<file path="src/rtl/mux_arb_nto1_if.sv">
// Handshake bundle for the N-to-1 arbitrating multiplexer: per-channel
// inputs with ready/valid, arbitration controls and a single registered output.
interface mux_arb_nto1_if #(
  parameter int NCH = 4,
  parameter int DW  = 8
);
  localparam int SELW = (NCH > 1) ? $clog2(NCH) : 1;

  logic [NCH*DW-1:0] in_data;
  logic [NCH-1:0]    in_valid;
  logic [NCH-1:0]    in_ready;
  logic              mode;
  logic [SELW-1:0]   select;
  logic [DW-1:0]     out_data;
  logic [SELW-1:0]   out_chan;
  logic              out_valid;
  logic              out_ready;

  modport slave (
    input  in_data, in_valid, mode, select, out_ready,
    output in_ready, out_data, out_chan, out_valid
  );

  modport master (
    output in_data, in_valid, mode, select, out_ready,
    input  in_ready, out_data, out_chan, out_valid
  );
endinterface

</file>
<file path="src/rtl/mux_arb_nto1.sv">
// N-to-1 multiplexer with fixed-select or round-robin arbitration feeding a
// single output register (1-cycle latency, full throughput, no bubble).
module mux_arb_nto1 #(
  parameter int NCH = 4,
  parameter int DW  = 8
) (
  input  logic           clk,
  input  logic           rst,
  mux_arb_nto1_if.slave  bus
);
  localparam int SELW = (NCH > 1) ? $clog2(NCH) : 1;
  localparam logic [SELW-1:0] LAST_RST = SELW'(NCH - 1);

  logic [DW-1:0]   out_data_q, out_data_d;
  logic [SELW-1:0] out_chan_q, out_chan_d;
  logic            out_valid_q, out_valid_d;
  logic [SELW-1:0] last_q, last_d;

  logic            ld;
  logic            acc;
  logic            fix_vld, rr_vld, gnt_vld;
  logic [SELW-1:0] fix_idx, rr_idx, gnt_idx, cand;
  logic [DW-1:0]   gnt_data;

  // Fixed select: an out-of-range or idle selected channel blocks all others.
  always_comb begin
    fix_idx = bus.select;
    fix_vld = 1'b0;
    if (int'(bus.select) < NCH) begin
      fix_vld = bus.in_valid[bus.select];
    end
  end

  always_comb begin
    rr_vld = 1'b0;
    rr_idx = last_q;
    cand   = last_q;
    for (int k = 1; k <= NCH; k++) begin
      cand = SELW'((int'(last_q) + k) % NCH);
      if (!rr_vld && bus.in_valid[cand]) begin
        rr_vld = 1'b1;
        rr_idx = cand;
      end
    end
  end

  assign gnt_vld  = bus.mode ? rr_vld : fix_vld;
  assign gnt_idx  = bus.mode ? rr_idx : fix_idx;
  assign gnt_data = bus.in_data[gnt_idx*DW +: DW];

  assign ld  = !out_valid_q || bus.out_ready;
  assign acc = ld && gnt_vld && !rst;

  always_comb begin
    bus.in_ready = '0;
    if (acc) begin
      bus.in_ready[gnt_idx] = 1'b1;
    end
  end

  always_comb begin
    out_data_d  = out_data_q;
    out_chan_d  = out_chan_q;
    out_valid_d = out_valid_q;
    last_d      = last_q;
    if (ld) begin
      if (gnt_vld) begin
        out_data_d  = gnt_data;
        out_chan_d  = gnt_idx;
        out_valid_d = 1'b1;
        if (bus.mode) begin
          last_d = gnt_idx;
        end
      end else begin
        out_valid_d = 1'b0;
      end
    end
  end

  // Output register stage; reset discards any held word at once.
  always_ff @(posedge clk or posedge rst) begin
    if (rst) begin
      out_data_q  <= '0;
      out_chan_q  <= '0;
      out_valid_q <= 1'b0;
      last_q      <= LAST_RST;
    end else begin
      out_data_q  <= out_data_d;
      out_chan_q  <= out_chan_d;
      out_valid_q <= out_valid_d;
      last_q      <= last_d;
    end
  end

  assign bus.out_data  = out_data_q;
  assign bus.out_chan  = out_chan_q;
  assign bus.out_valid = out_valid_q;
endmodule

</file>
<file path="src/flat_wrapper.sv">
// flat-port wrapper written by rule: the top's interface ports become plain ports
module mux_arb_nto1_flat 
#(
  parameter int NCH = 4,
  parameter int DW  = 8
)
  (clk, rst, bus_in_data, bus_in_valid, bus_mode, bus_select, bus_out_ready, bus_in_ready, bus_out_data, bus_out_chan, bus_out_valid);
  mux_arb_nto1_if #(.NCH(NCH), .DW(DW)) bus_i ();
  input  logic clk;
  input  logic rst;
  input wire logic [$bits(bus_i.in_data)-1:0] bus_in_data;
  input wire logic [$bits(bus_i.in_valid)-1:0] bus_in_valid;
  input wire logic [$bits(bus_i.mode)-1:0] bus_mode;
  input wire logic [$bits(bus_i.select)-1:0] bus_select;
  input wire logic [$bits(bus_i.out_ready)-1:0] bus_out_ready;
  output wire logic [$bits(bus_i.in_ready)-1:0] bus_in_ready;
  output wire logic [$bits(bus_i.out_data)-1:0] bus_out_data;
  output wire logic [$bits(bus_i.out_chan)-1:0] bus_out_chan;
  output wire logic [$bits(bus_i.out_valid)-1:0] bus_out_valid;
  assign bus_i.in_data = bus_in_data;
  assign bus_i.in_valid = bus_in_valid;
  assign bus_i.mode = bus_mode;
  assign bus_i.select = bus_select;
  assign bus_i.out_ready = bus_out_ready;
  assign bus_in_ready = bus_i.in_ready;
  assign bus_out_data = bus_i.out_data;
  assign bus_out_chan = bus_i.out_chan;
  assign bus_out_valid = bus_i.out_valid;
  mux_arb_nto1 #(.NCH(NCH), .DW(DW)) u_core (.clk(clk), .rst(rst), .bus(bus_i));
endmodule
</file>
<file path="config.mk">
export PLATFORM = sky130hd
export DESIGN_NAME = mux_arb_nto1_flat
export DESIGN_NICKNAME = d
export VERILOG_FILES = /design/src/rtl/mux_arb_nto1_if.sv /design/src/rtl/mux_arb_nto1.sv /design/src/flat_wrapper.sv
export SDC_FILE = /design/constraint.sdc
export NUM_CORES = 1
export LEC_CHECK = 0
export BUFFER_PORTS_ARGS = -buffer_cell sky130_fd_sc_hd__buf_2
export CAP_MARGIN = 20
export CORE_ASPECT_RATIO = 0.9
export CORE_MARGIN = 2
export CORE_UTILIZATION = 44
export DETAILED_ROUTE_END_ITERATION = 10
export GPL_TIMING_DRIVEN = 0
export HOLD_SLACK_MARGIN = 0.02
export PLACE_DENSITY_LB_ADDON = 0.05
export SYNTH_ARGS = -nofsm -noshare
export SYNTH_HDL_FRONTEND = slang
export SYNTH_SLANG_ARGS = --single-unit
</file>
<file path="constraint.sdc">
create_clock -name clk -period 2.3 [get_ports clk]
set_input_delay 0.115 -clock clk [delete_from_list [all_inputs] [get_ports clk]]
set_output_delay 0.115 -clock clk [all_outputs]
set_load 0.03 [all_outputs]
</file>
==> flow_summary.json <==
{
  "outcome": "finished, violations left",
  "violations": "setup timing",
  "start_kind": "flop",
  "path_class": "reg -> out",
  "pwr-share-comb_pct": 59.3,
  "h-tree-depth": 1,
  "internal_power_uw": 784,
  "ir_drop_v": 0.000711,
  "die_h_um": 49.8,
  "hp-class": "in -> reg",
  "clk_latency_ns": 0.28,
  "routedWlPerCell_um": 13.6,
  "cp_max_fo": 9,
  "grt_pass1_wl_um": 3880,
  "end_kind": "primary output",
  "p_switching_uw": 547,
  "coreArea_um2": 2200,
  "maxSlewHeadroom_pct": 63.2,
  "rsz0062_at_grt": "true",
  "vias_per_cell": 5.18,
  "seqCellArea_um2": 328,
  "gr-total-overflow": 0,
  "dpl_cell_area_um2": 1340,
  "grt_pass1_vias": 898,
  "postSynthAreaPerCell_um2": 10.7,
  "max_stage_delay_ns": 0.61,
  "syn2layout_area_growth_pct": 47.6,
  "die_w_um": 54.9,
  "drtPass1Iterations": 4,
  "grt_max_degree": 16,
  "hold_path_depth": 2,
  "mappedNetlistArea_um2": 1030,
  "drtIter0Drc": 26,
  "setup_viol": 1,
  "design.die.area_um2": 2740,
  "cts_buffers": 3,
  "clk_pin_slew_ns": 0.08,
  "route.antenna.remaining_nets": 0,
  "cts_tree": "done",
  "ys_ff_latch": 13,
  "powerDensity_nw_per_um2": 878,
  "yosysSeqAreaShare_pct": 31.9,
  "seqPwrFrac_pct": 29.5,
  "post-route-drc-count": 0,
  "required_ns": 2.18,
  "nFillCells": 195,
  "placedCellCount": 178,
  "r2r_cells": 8,
  "hold_start": "bus_out_ready",
  "r2r_slack_ns": 0.04,
  "vias": 1010,
  "path_buf_inv": 2,
  "cp-startpoint": "u_core.last_q[1]$_DFFE_PP1P_",
  "pin_count": 57,
  "critical-path-top-delay-family": "flip-flops",
  "cts.path.max_buffers": 2,
  "place_congestion": 0.774,
  "slew_violations": 0,
  "worst_slew_pin_slew_ns": 0.552,
  "min_period_over_period_pct": 100,
  "port_buffers": 55,
  "critical_path.cell_chain": "mux2i_2, o21ai_1, o32a_1, buf_6, nor4b_4, buf_4",
  "min_period_ns": 2.31,
  "p_sw_share_pct": 41.1,
  "gr-usage-all-layers_pct": 19.3,
  "ys_types": 31,
  "p_leak_uw": 0.000816,
  "power_frac_clock_pct": 11.1,
  "drv_cap": 0,
  "hold_violations": 0,
  "fin_area_um2": 1520,
  "start_util_pct": 46.6,
  "synthesis.nets": 138,
  "drive_gt1_share_pct": 55.4,
  "dp_hpwl_um": 1780,
  "skew_ns": 0.000660,
  "antenna_found_initial": 0,
  "cts_sinks": 13,
  "max_freq_mhz": 433,
  "cts_root_buffer": "clkbuf_4",
  "syn_inst": 96,
  "layout_setup_ws_ns": -0.00718,
  "synth_warnings": 0,
  "finalNonFillerCells": 195,
  "crit_slowest_cell": "dfstp_2",
  "multi_input_area_um2": 656,
  "hold_ws_ns": 0.0191,
  "final_common_cell": "buf_2",
  "finalSetupTns_ns": -0.00718,
  "diodes": 0,
  "whs_endpoint": "u_core.bus.out_valid$_DFFE_PP0N_",
  "nets": 211,
  "reg2reg_from": "u_core.last_q[1]$_DFFE_PP1P_",
  "layout_common_cells": "53 x buf_2, 25 x mux2i_1, 15 x buf_4",
  "std_cell_rows": 16,
  "routed_wl_um": 2640,
  "timing.rr.end": "u_core.bus.out_data[1]$_DFFE_PP0P_",
  "arrival_ns": 2.19
}
repair_timing:
| item | in CTS | in global routing |
|---|---|---|
| hold endpoints to repair | 11 | 0 |
| pin swaps | 1 | 1 |
| hold buffers | 1 | 0 |
| resized for setup | 2 | 11 |
| setup endpoints to repair | 3 | 3 |
| buffers inserted | 1 | 12 |
power groups by stage:
stage | sequential, µW | clock, µW | combinational (µW)
6_report | 393 | 148 | 789
5_1_grt | 408 | 160 | 849
4_1_cts | 392 | 149 | 674
3_5_place_dp | 377 | 0 | 686
3_3_place_gp | 374 | 0 | 679
2_1_floorplan | 519 | 0 | 369
sequential cells by signal (all words and copies together) (netlist names):
register and flops:
u_core.bus.out_data 8, u_core.bus.out_chan 2, u_core.last_q 2, u_core.bus.out_valid 1
logic make-up after synthesis:
| family | Yosys count | share of synthesized area [%] |
|---|---|---|
| buffers and inverters | 12 | 6.82 |
| AOI/OAI and AO/OA | 13 | 9.87 |
| muxes | 37 | 39.5 |
| and+or+nand+nor | 21 | 11.9 |
| DFF | 13 | 31.9 |
synth_stat cells:
cell type  number  area (µm²)
and3b_2         1        10.0
and3_1          1        6.26
a21oi_1         5        25.0
nor2_1          4        15.0
o32a_1          1        10.0
nand2_1         3        11.3
buf_6           2        22.5
mux2_2          7        78.8
nor3b_1         1        7.51
dfstp_2         2        52.6
mux2i_1        27         270
nor4_1          1        6.26
nor4b_1         1        8.76
mux4_1          1        26.3
o221a_2         1        11.3
clkbuf_2        1        5.00
nand3_1         3        15.0
o21ai_0         2        10.0
dfrtp_1        11         275
nor2b_1         2        12.5
mux2_4          2        30.0
o311ai_0        1        8.76
buf_4           2        15.0
buf_2           1        5.00
o211ai_1        1        7.51
o22a_1          1        8.76
o22ai_4         1        20.0
nand2b_1        2        12.5
and4b_1         1        10.0
inv_1           6        22.5
or4_1           1        7.51
how the worst max path moves through the flow:
| stage | end | cells after the start |
|---|---|---|
| final | bus_in_ready[2] | 6 |
| after floorplan | bus_in_ready[2] | 6 |
| after detailed placement | u_core.bus.out_data[3]$_DFFE_PP0P_ | 8 |
| after global routing | bus_in_ready[2] | 6 |
| after global placement | bus_in_ready[0] | 8 |
| after CTS | bus_in_ready[2] | 6 |
metrics by stage:
step	utilization [%]	worst slack (ns)	total power [µW]
3_5_place_dp	61.0	0.156	1060
5_1_grt	68.9	-0.0766	1420
2_1_floorplan	-	0.104	888
4_1_cts	63.0	0.0129	1210
6_report	68.9	-0.00718	1330
3_3_place_gp	61.0	0.164	1050
layer usage:
| metal | wire length [µm] | share of wire (%) | vias to the layer above | global-route usage, % |
|---|---|---|---|---|
| met4 | 30 | 1.1 | 0 | 4.88 |
| li1 | - | - | 502 | - |
| met3 | 185 | 7.0 | 4 | 5.76 |
| met2 | 1300 | 49 | 32 | 29.6 |
| met1 | 1130 | 43 | 472 | 26.4 |
| met5 | 0 | 0 | - | 0 |
layout make-up:
cell class	count	area share, %
plain buffers	5	3.88
clock buffers	4	1.73
inverters	6	1.49
multi-input cells	71	43.2
flip-flops and latches	13	21.6
well taps	27	2.23
repair buffers	69	25.8
Power figures use the tool's default switching activity.
